[src/rtl/alu_seq_pkg.sv]
// Shared opcodes, FSM encodings and multiply/divide selector for alu_seq.
// Single-cycle opcode values keep the existing ALU encoding; 12..15 are the iterative ops.
package alu_seq_pkg;

  localparam logic [5:0] ALU_OP_ADD   = 6'd0;
  localparam logic [5:0] ALU_OP_SUB   = 6'd1;
  localparam logic [5:0] ALU_OP_AND   = 6'd2;
  localparam logic [5:0] ALU_OP_OR    = 6'd3;
  localparam logic [5:0] ALU_OP_XOR   = 6'd4;
  localparam logic [5:0] ALU_OP_SLL   = 6'd5;
  localparam logic [5:0] ALU_OP_SRL   = 6'd6;
  localparam logic [5:0] ALU_OP_SRA   = 6'd7;
  localparam logic [5:0] ALU_OP_SLT   = 6'd8;
  localparam logic [5:0] ALU_OP_SLTU  = 6'd9;
  localparam logic [5:0] ALU_OP_MUL   = 6'd12;
  localparam logic [5:0] ALU_OP_MULHU = 6'd13;
  localparam logic [5:0] ALU_OP_DIVU  = 6'd14;
  localparam logic [5:0] ALU_OP_REMU  = 6'd15;

  localparam logic [1:0] ALU_ST_IDLE = 2'd0;
  localparam logic [1:0] ALU_ST_BUSY = 2'd1;
  localparam logic [1:0] ALU_ST_DONE = 2'd2;

  typedef enum logic [1:0] {MD_MUL, MD_MULHU, MD_DIVU, MD_REMU} md_op_t;

  function automatic logic is_iter(input logic [5:0] op);
    return (op == ALU_OP_MUL) || (op == ALU_OP_MULHU) ||
           (op == ALU_OP_DIVU) || (op == ALU_OP_REMU);
  endfunction

  function automatic md_op_t md_sel(input logic [5:0] op);
    case (op)
      ALU_OP_MULHU: return MD_MULHU;
      ALU_OP_DIVU:  return MD_DIVU;
      ALU_OP_REMU:  return MD_REMU;
      default:      return MD_MUL;
    endcase
  endfunction

endpackage

[src/rtl/alu_seq_muldiv.sv]
// Iterative unsigned multiply (shift-add) and restoring divide, one step per cycle for WIDTH cycles.
// Loads on start; result is the value the final step writes, presented alongside done.
module alu_seq_muldiv
  import alu_seq_pkg::*;
#(
  parameter int WIDTH = 32
) (
  input  logic             clk,
  input  logic             rst,
  input  logic             start,
  input  md_op_t           op,
  input  logic [WIDTH-1:0] a,
  input  logic [WIDTH-1:0] b,
  output logic             done,
  output logic [WIDTH-1:0] result
);

  localparam int CW = $clog2(WIDTH);

  // acc high half: product high / remainder; low half: multiplier bits / quotient
  logic [2*WIDTH-1:0] acc;
  logic [2*WIDTH-1:0] acc_nxt;
  logic [WIDTH-1:0]   opnd;
  logic [WIDTH-1:0]   diff;
  logic [WIDTH:0]     sum;
  logic [WIDTH:0]     shifted;
  md_op_t             op_q;
  logic [CW-1:0]      cnt;
  logic               busy;
  logic               is_div;
  logic               start_div;

  assign is_div    = (op_q == MD_DIVU) || (op_q == MD_REMU);
  assign start_div = (op == MD_DIVU) || (op == MD_REMU);
  assign done      = busy && (cnt == CW'(WIDTH - 1));

  always_comb begin
    sum     = '0;
    shifted = {acc[2*WIDTH-1:WIDTH], acc[WIDTH-1]};
    diff    = shifted[WIDTH-1:0] - opnd;
    acc_nxt = acc;
    if (is_div) begin
      // Divisor zero always "fits", giving all-ones quotient and remainder == A
      if (shifted >= {1'b0, opnd}) begin
        acc_nxt = {diff, acc[WIDTH-2:0], 1'b1};
      end else begin
        acc_nxt = {shifted[WIDTH-1:0], acc[WIDTH-2:0], 1'b0};
      end
    end else begin
      sum     = {1'b0, acc[2*WIDTH-1:WIDTH]} + (acc[0] ? {1'b0, opnd} : '0);
      acc_nxt = {sum, acc[WIDTH-1:1]};
    end
  end

  always_comb begin
    case (op_q)
      MD_MUL, MD_DIVU: result = acc_nxt[WIDTH-1:0];
      default:         result = acc_nxt[2*WIDTH-1:WIDTH];
    endcase
  end

  always_ff @(posedge clk) begin
    if (rst) begin
      acc  <= '0;
      opnd <= '0;
      op_q <= MD_MUL;
      cnt  <= '0;
      busy <= 1'b0;
    end else if (start) begin
      acc  <= start_div ? {{WIDTH{1'b0}}, a} : {{WIDTH{1'b0}}, b};
      opnd <= start_div ? b : a;
      op_q <= op;
      cnt  <= '0;
      busy <= 1'b1;
    end else if (busy) begin
      acc <= acc_nxt;
      cnt <= cnt + CW'(1);
      if (done) busy <= 1'b0;
    end
  end

endmodule

[src/rtl/alu_seq.sv]
// Handshaked ALU: single-cycle ops latency 1, MUL/MULHU/DIVU/REMU latency WIDTH+1.
// owReady only in IDLE; result held in DONE until iwReady, so the issuer stalls meanwhile.
module alu_seq
  import alu_seq_pkg::*;
#(
  parameter int WIDTH = 32,
  parameter int SHW   = $clog2(WIDTH)
) (
  input  logic             iwClk,
  input  logic             iwRst,
  input  logic             iwValid,
  output logic             owReady,
  input  logic [WIDTH-1:0] iwA,
  input  logic [WIDTH-1:0] iwB,
  input  logic [5:0]       iwAluOp,
  output logic             owValid,
  input  logic             iwReady,
  output logic [WIDTH-1:0] owResult,
  output logic             owZero,
  output logic             owSign
);

  logic [1:0]       state;
  logic [WIDTH-1:0] res;
  logic [WIDTH-1:0] alu_res;
  logic [WIDTH-1:0] md_result;
  logic [SHW-1:0]   shamt;
  logic             accept;
  logic             md_start;
  logic             md_done;
  md_op_t           md_op;

  assign owReady  = (state == ALU_ST_IDLE);
  assign owValid  = (state == ALU_ST_DONE);
  assign accept   = iwValid && owReady;
  assign md_start = accept && is_iter(iwAluOp);
  assign md_op    = md_sel(iwAluOp);
  assign shamt    = iwB[SHW-1:0];
  assign owResult = res;
  assign owZero   = (res == '0);
  assign owSign   = res[WIDTH-1];

  always_comb begin
    alu_res = '0;
    case (iwAluOp)
      ALU_OP_ADD:  alu_res = iwA + iwB;
      ALU_OP_SUB:  alu_res = iwA - iwB;
      ALU_OP_AND:  alu_res = iwA & iwB;
      ALU_OP_OR:   alu_res = iwA | iwB;
      ALU_OP_XOR:  alu_res = iwA ^ iwB;
      ALU_OP_SLL:  alu_res = iwA << shamt;
      ALU_OP_SRL:  alu_res = iwA >> shamt;
      ALU_OP_SRA:  alu_res = $signed(iwA) >>> shamt;
      ALU_OP_SLT:  alu_res = {{(WIDTH-1){1'b0}}, ($signed(iwA) < $signed(iwB))};
      ALU_OP_SLTU: alu_res = {{(WIDTH-1){1'b0}}, (iwA < iwB)};
      default:     alu_res = '0;
    endcase
  end

  alu_seq_muldiv #(.WIDTH(WIDTH)) u_muldiv (
    .clk    (iwClk),
    .rst    (iwRst),
    .start  (md_start),
    .op     (md_op),
    .a      (iwA),
    .b      (iwB),
    .done   (md_done),
    .result (md_result)
  );

  always_ff @(posedge iwClk) begin
    if (iwRst) begin
      state <= ALU_ST_IDLE;
      res   <= '0;
    end else begin
      case (state)
        ALU_ST_IDLE: begin
          if (accept) begin
            if (is_iter(iwAluOp)) begin
              state <= ALU_ST_BUSY;
            end else begin
              res   <= alu_res;
              state <= ALU_ST_DONE;
            end
          end
        end
        ALU_ST_BUSY: begin
          if (md_done) begin
            res   <= md_result;
            state <= ALU_ST_DONE;
          end
        end
        ALU_ST_DONE: begin
          // No accept here even with iwReady high: IDLE must be re-entered first
          if (iwReady) state <= ALU_ST_IDLE;
        end
        default: state <= ALU_ST_IDLE;
      endcase
    end
  end

endmodule

[config.mk]
export PLATFORM = sky130hd
export DESIGN_NAME = alu_seq
export DESIGN_NICKNAME = d
export VERILOG_FILES = /design/src/rtl/alu_seq_pkg.sv /design/src/rtl/alu_seq_muldiv.sv /design/src/rtl/alu_seq.sv
export SDC_FILE = /design/constraint.sdc
export NUM_CORES = 1
export LEC_CHECK = 0
export CORE_MARGIN = 10
export CORE_UTILIZATION = 35
export CTS_CLUSTER_SIZE = 8
export DETAILED_ROUTE_END_ITERATION = 16
export GPL_TIMING_DRIVEN = 0
export SYNTH_ARGS = -nofsm -noshare
export SYNTH_HDL_FRONTEND = slang
export SYNTH_SLANG_ARGS = --single-unit
[constraint.sdc]
create_clock -name iwClk -period 5.1 [get_ports iwClk]
set_input_delay 1.02 -clock iwClk [delete_from_list [all_inputs] [get_ports iwClk]]
set_output_delay 1.02 -clock iwClk [all_outputs]
set_load 0.02 [all_outputs]
==> impl_metrics.py, run 1 <==
metrics = {
    "outcome": {
        "outcome": "finished with violations",
        "violations": "negative setup slack",
    },
    "clocking": {
        "cts_buffers": 17,
        "insertion_delay_ns": 0.45,
        "cts.hold.buffers_added": 0,
        "cts_htree_levels": 4,
        "clk_pin_slew_worst_paths_ns": 0.07,
        "cts_sinks": 138,
        "ctsLongestPathBuffers": 2,
        "cts_tree": "yes",
        "clock-root-buffer": "clkbuf_16",
    },
    "synthesis": {
        "synth_edf_count": 0,
        "syn_area_per_cell_um2": 7.05,
        "syn_inst": 2850,
        "synth_ff_type": "dfxtp_1",
        "async_flop_share_pct": 0,
        "netlist_area_um2": 20100,
        "synth_seq_cells": 138,
        "ys_seq_area_share_pct": 13.8,
        "synth_nets": 3094,
        "ys_types": 94,
        "yosys_warnings": 0,
    },
    "route": {
        "num_vias": 24800,
        "ant_nets": 0,
        "drc": 0,
        "via_per_inst": 6.61,
        "drtIter0Drc": 3828,
        "wl_per_cell_um": 31.3,
        "postRouteWirelength_um": 117000,
        "drt_pass1_iterations": 6,
    },
    "die": {
        "die_x_um": 260,
        "row_count": 87,
        "coreArea_um2": 56600,
        "initial_core_util_pct": 35.5,
        "die-area_um2": 67400,
        "die_h_um": 260,
        "io_pins": 110,
    },
    "global_routing": {
        "grt_max_degree": 20,
        "grt_first_pass_wirelength_um": 166000,
        "grt.total_usage_pct": 33.4,
        "grt_pass1_vias": 23200,
        "overflow": 0,
        "antenna_found_initial": 3,
    },
    "layout": {
        "fillers": 6055,
        "nNetsFinal": 3224,
        "area_growth_pct": 15.0,
        "drive_gt1_share_pct": 7.12,
        "final_common_cell": "nor2_1",
        "regArea_um2": 2760,
        "final_cell_mix": "nor2_1, nand2_1, a21oi_1, clkbuf_1, ha_1",
        "multi_input_area_um2": 16000,
    },
    "setup_path": {
        "crit_path_end_kind": "flop",
        "cp-start-kind": "input port",
        "worstPathMaxFanout": 10,
        "path_cells": "clkdlybuf4s50_1 > clkbuf_1 > nor4_2 > nand3_1 > clkbuf_1 > clkbuf_2 > o21ai_0 > a221oi_1 > o311ai_0 > o21ai_1 > a311oi_1",
        "crit_slowest_cell": "clkbuf_1",
        "reg2reg_slack_ns": 0.21,
        "critPathKind": "input port to flop",
        "cp_slowest_stage_delay_ns": 0.62,
        "crit_buf_inv": 4,
        "cp_common_cell": "clkbuf_1",
        "arrival_ns": 5.48,
        "cp_top_family": "buffers and inverters",
        "crit_required_ns": 5.41,
    },
    "timing": {
        "max_freq_mhz": 193,
        "period_minus_slack_ns": 5.17,
        "max-slew-margin-rel_pct": 7.23,
        "fin_ws_ns": -0.0724,
        "timing.final.crit_share_pct": 101,
        "setup_viol": 3,
        "worst_pin_slew_ns": 1.38,
        "whs_ns": 0.510,
        "finClkSkew_ns": 0.0106,
        "grt_setup_unrepaired": "no",
        "finalHoldViolCount": 0,
        "drv_slew": 0,
    },
    "power": {
        "power.density_nw_per_um2": 196,
        "total_power_mw": 4.54,
        "max-vdd-ir-drop_mv": 0.174,
        "leakagePower_nw": 8.92,
    },
    "placed_design": {
        "gp_congestion": 1.07,
        "dp_hpwl_um": 95400,
        "port_buffers": 108,
    },
    "hold_path": {
        "holdCritPathClass": "flop to flop",
    },
    "flow_run": {
        "maxCapViolations": 0,
    },
}
==> per-stage QoR <==
step	instance area [µm²]	std cells	setup TNS (ns)	utilization [%]	worst slack [ns]
floorplan	20100	2850	0	-	0.252
global placement	22100	3714	-54.83	39.1	-3.01
detailed placement	22200	3719	-50.98	39.2	-2.80
CTS	23000	3750	0	40.6	0.00234
global route	23100	3749	0	40.8	0.00348
finish	23100	3751	-0.189	40.8	-0.0724
==> worst paths after layout <==
| kind | to | depth (start not counted) | from |
|---|---|---|---|
| worst max-delay path | owResult[16]$_SDFFE_PP0P_ | 11 | iwAluOp[2] |
| worst min-delay path | u_muldiv.cnt[4]$_SDFFE_PP0P_ | 2 | u_muldiv.cnt[4]$_SDFFE_PP0P_ |
| worst max register to register | owResult[31]$_SDFFE_PP0P_ | 15 | u_muldiv.acc[0]$_SDFFE_PP0P_ |
| worst min register to register | u_muldiv.cnt[4]$_SDFFE_PP0P_ | 2 | u_muldiv.cnt[4]$_SDFFE_PP0P_ |
==> final cells by class <==
cell class	instances	area share (%)
plain buffers	235	4.45
repair buffers	113	4.83
clock buffers	17	1.84
clock inverters	15	0.872
inverters	153	2.50
well taps	756	4.09
flip-flops and latches	138	12.0
multi-input cells	2322	69.4
diodes	2	0.0217
==> sequential cells by signal, indices dropped and copies added, names as in the netlist <==
name,count
u_muldiv.acc,64
owResult,32
u_muldiv.opnd,32
u_muldiv.cnt,5
state,2
u_muldiv.op_q,2
u_muldiv.busy,1
==> per-layer routing <==
layer / share of wire (%) / global-route usage, %
met5: 0.039 / 0
met4: 6.1 / 18.0
met3: 12 / 8.41
met2: 42 / 50.0
met1: 40 / 43.2
==> where the power goes <==
group / switching, mW / leakage (nW) / internal, mW / total, mW
Sequential: 0.0385 / 1.12 / 1.11 / 1.15
Clock: 0.597 / 0.306 / 0.791 / 1.39
Combinational: 1.36 / 7.49 / 0.647 / 2.00
==> tightest hold or removal path: cells and delay by family (launching register included) <==
kind	cells	cell delay [ns]
AND/OR/NAND/NOR	1	0.07
flip-flops	1	0.34
multiplexers	1	0.07
==> cell families after synthesis <==
logic type,after synthesis,share of synthesized area (%)
xor gates and xnor gates,64,2.79
AOI/OAI and AO/OA,949,32.1
buffers and inverters,390,7.64
and+or+nand+nor,993,22.6
muxes,146,10.4
adders and majority gates,170,10.7
DFF,138,13.8
==> cell usage after synthesis, types with 15 or more instances <==
cell / count / share of area [%]
nand2b_1: 20 / 0.62
buf_2: 16 / 0.40
nor3_1: 45 / 1.1
xnor2_1: 45 / 2.0
nand4_1: 29 / 0.90
o21bai_1: 19 / 0.71
ha_1: 166 / 10
a21o_1: 42 / 1.6
o21a_1: 20 / 0.75
nor2_1: 358 / 6.7
o221ai_1: 16 / 0.70
and3_1: 15 / 0.47
o31ai_1: 22 / 0.82
a311oi_1: 79 / 3.4
o211ai_1: 42 / 1.6
clkbuf_1: 196 / 3.7
and2_1: 48 / 1.5
dfxtp_1: 138 / 14
o21ai_0: 162 / 4.0
o22ai_1: 15 / 0.47
buf_1: 18 / 0.34
a221oi_1: 24 / 1.0
o2111ai_1: 18 / 0.78
a21oi_1: 238 / 5.9
mux2i_1: 87 / 4.3
or3_1: 19 / 0.59
a31oi_1: 31 / 0.97
mux4_2: 49 / 5.5
nand2_1: 263 / 4.9
xor2_1: 19 / 0.83
nand3_1: 108 / 2.7
inv_1: 149 / 2.8
nor2b_1: 27 / 0.84
nor4_1: 24 / 0.75
a211oi_1: 76 / 2.8
==> repair_timing <==
item | in CTS | in global routing
resized for setup | 75 | 47
endpoints found under the setup margin | 31 | 29
setup buffers | 0 | 0
cloned | 0 | 0
pin swaps | 2 | 1
(Power assumes the default switching activity.)
==> run 2, diff against run 1 <==
Settings changed: SYNTH_HIERARCHICAL from default to 1.
==> impl_metrics.py, run 2 <==
metrics = {
    "power": {
        "leakagePower_nw": 9.07,
        "p_switching_mw": 1.96,
        "max-vdd-ir-drop_mv": 0.231,
        "power_frac_seq_pct": 25.4,
        "p_comb_share_pct": 46.2,
        "clock_power_share_pct": 28.4,
        "p_int_mw": 2.56,
        "sw_frac_of_total_pct": 43.4,
        "power.density_nw_per_um2": 192,
    },
    "timing": {
        "max_freq_mhz": 196,
        "setup_viol": 0,
        "fin_ws_ns": 0.00494,
        "fin_setup_tns_ns": 0,
        "finalHoldViolCount": 0,
        "finClkSkew_ns": 0.0161,
        "max-slew-margin-rel_pct": 15.0,
        "period_minus_slack_ns": 5.10,
        "worst_pin_slew_ns": 1.27,
        "drv_slew": 0,
        "timing.final.crit_share_pct": 99.9,
    },
    "setup_path": {
        "cp_slowest_stage_delay_ns": 0.74,
        "crit_path_end_kind": "flop",
        "worst_r2r_endpoint": "owResult[18]$_SDFFE_PP0P_",
        "cp-start-kind": "input port",
        "reg2reg_slack_ns": 0.08,
        "crit_slowest_cell": "clkdlybuf4s50_1",
        "critPathKind": "input port to flop",
        "crit_buf_inv": 4,
        "reg2reg_depth": 19,
        "crit_required_ns": 5.42,
        "cp_top_family": "compound AO/OA/AOI/OAI gates",
        "arrival_ns": 5.42,
        "reg2reg_from": "u_muldiv/opnd[24]$_SDFFE_PP0P_",
        "worstPathMaxFanout": 10,
        "path_cells": "clkdlybuf4s50_1 > clkbuf_1 > clkinvlp_4 > ha_1 > buf_2 > a211o_1 > a31o_2 > a31oi_2 > nand4_1 > a31oi_1 > or3_1 > a31oi_1 > a211o_1",
    },
    "synthesis": {
        "ys_types": 103,
        "synth_nets": 3034,
        "ys_seq_area_share_pct": 13.3,
        "synthTopCellsByArea": "dfxtp_1, ha_1, mux2i_1, a211oi_1, mux4_2",
        "synth_ff_type": "dfxtp_1",
        "synth_seq_cells": 138,
        "netlist_area_um2": 20800,
        "synth_top_area_share_pct": 13.3,
        "synth_area_leader_cell": "dfxtp_1",
        "synth_edf_count": 0,
        "async_flop_share_pct": 0,
        "synth.most_common_cell": "nor2_1",
        "syn_inst": 2790,
        "syn_area_per_cell_um2": 7.46,
        "yosys_warnings": 6,
        "synth_common_cells": "nor2_1, a21oi_1, mux2i_1, nand2_1, ha_1",
    },
    "route": {
        "ant_nets": 0,
        "drc": 0,
        "drt_pass1_iterations": 7,
        "num_vias": 24400,
        "drtIter0Drc": 3218,
        "via_per_inst": 6.59,
        "wl_per_cell_um": 31.9,
        "postRouteWirelength_um": 118000,
    },
    "die": {
        "row_count": 89,
        "coreArea_um2": 58900,
        "die_h_um": 264,
        "die-area_um2": 69600,
        "initial_core_util_pct": 35.3,
        "die_x_um": 264,
        "io_pins": 110,
    },
    "layout": {
        "fin_util_pct": 40.1,
        "drive_gt1_share_pct": 8.67,
        "final_cell_mix": "nor2_1, a21oi_1, mux2i_1, nand2_1, ha_1",
        "stdcell_count": 3706,
        "final_common_cell": "nor2_1",
        "largest_reg_flops": 64,
        "regMostFlops": "u_muldiv/acc",
        "nNetsFinal": 3160,
        "area_growth_pct": 13.5,
    },
    "global_routing": {
        "grt_max_degree": 19,
        "grt.total_usage_pct": 32.1,
        "antenna_found_initial": 4,
        "grt_pass1_vias": 23400,
        "overflow": 0,
        "grt_first_pass_wirelength_um": 167000,
    },
    "clocking": {
        "insertion_delay_ns": 0.46,
        "cts_htree_levels": 4,
        "clock-root-buffer": "clkbuf_16",
        "cts_buffers": 17,
        "clk_pin_slew_worst_paths_ns": 0.06,
        "cts_tree": "yes",
        "cts_sinks": 138,
        "ctsLongestPathBuffers": 2,
    },
    "hold_path": {
        "min-delay-start": "u_muldiv/cnt[4]$_SDFFE_PP0P_",
        "holdPathStages": 2,
        "min_to": "u_muldiv/cnt[4]$_SDFFE_PP0P_",
        "holdCritPathClass": "flop to flop",
    },
    "flow_run": {
        "maxCapViolations": 0,
    },
    "placed_design": {
        "pre_cts_slack_ns": -1.52,
        "gp_congestion": 1.05,
        "dp_cells": 3670,
        "port_buffers": 106,
        "dp_hpwl_um": 94400,
    },
    "outcome": {
        "outcome": "finished clean",
    },
}
==> run 2: worst max-delay path by stage <==
| stage | depth (start not counted) | to | slack (ns) | startpoint |
|---|---|---|---|---|
| floorplan | 13 | owResult[12]$_SDFFE_PP0P_ | 0.93 | iwB[2] |
| global placement | 14 | owResult[16]$_SDFFE_PP0P_ | -1.66 | iwB[2] |
| detailed placement | 14 | owResult[16]$_SDFFE_PP0P_ | -1.52 | iwB[2] |
| CTS | 19 | owResult[19]$_SDFFE_PP0P_ | 0.03 | u_muldiv/acc[0]$_SDFFE_PP0P_ |
| global route | 19 | owResult[19]$_SDFFE_PP0P_ | -0.0003 | u_muldiv/acc[0]$_SDFFE_PP0P_ |
| finish | 13 | owResult[26]$_SDFFE_PP0P_ | 0.005 | iwB[4] |
==> run 2: worst register-to-register path, stage by stage (launching register included) <==
cell and delay (ns):
dfxtp_1 0.44, inv_1 0.07, ha_1 0.27, clkbuf_4 0.22
nand4_1 0.17, nor4_2 0.39, o211ai_2 0.22, a211o_1 0.35
nand2b_1 0.07, buf_4 0.20, buf_6 0.23, o22ai_1 0.10
a31oi_1 0.34, mux2i_1 0.25, nand2_1 0.21, o221ai_1 0.26
a2111oi_1 0.52, o221ai_1 0.33, a21oi_1 0.19, a211oi_1 0.08
==> run 2: metal layers <==
layer	GRT usage [%]	wire (µm)
met1	39.7	46800
met2	49.1	50100
met3	7.58	12100
met4	21.3	9020
met5	0.355	19
==> run 2: through the flow <==
step	power (mW)	instance area, µm²	hold WS (ns)
floorplan	2.37	20800	0.467
global placement	3.16	22800	0.489
detailed placement	3.14	22900	0.501
CTS	4.42	23500	0.515
global route	4.64	23600	0.550
finish	4.53	23600	0.506
==> run 2: area by class of cell <==
class                      count  area, µm²
fill                        6210      35300
multi-input combinational   2281      16600
sequential                   138       2770
timing repair buffer         113       1120
buffer                       214        995
tap                          773        967
inverter                     151        573
clock buffer                  21        450
clock inverter                10        119
antenna                        5       12.5
==> run 2: cell families after synthesis <==
logic type	Yosys count	synth area share, %
AOI/OAI and AO/OA	936	30.3
xor gates and xnor gates	64	2.69
adders and majority gates	170	10.4
buffers and inverters	371	7.50
DFF	138	13.3
muxes	261	16.3
and+or+nand+nor	850	19.5
==> run 2: power groups by stage <==
stage / clock network [mW] / logic [mW] / registers, mW
5_1_grt: 1.32 / 2.18 / 1.15
4_1_cts: 1.28 / 2.00 / 1.15
2_1_floorplan: 0 / 1.21 / 1.16
6_report: 1.28 / 2.09 / 1.15
3_5_place_dp: 0 / 1.97 / 1.17
3_3_place_gp: 0 / 1.99 / 1.17
==> run 2: what timing repair did <==
item | CTS | global route
buffers inserted | 4 | 2
setup endpoints to repair | 27 | 20
resized for setup | 21 | 31
pin swaps | 1 | 8
hold buffers | 0 | 0
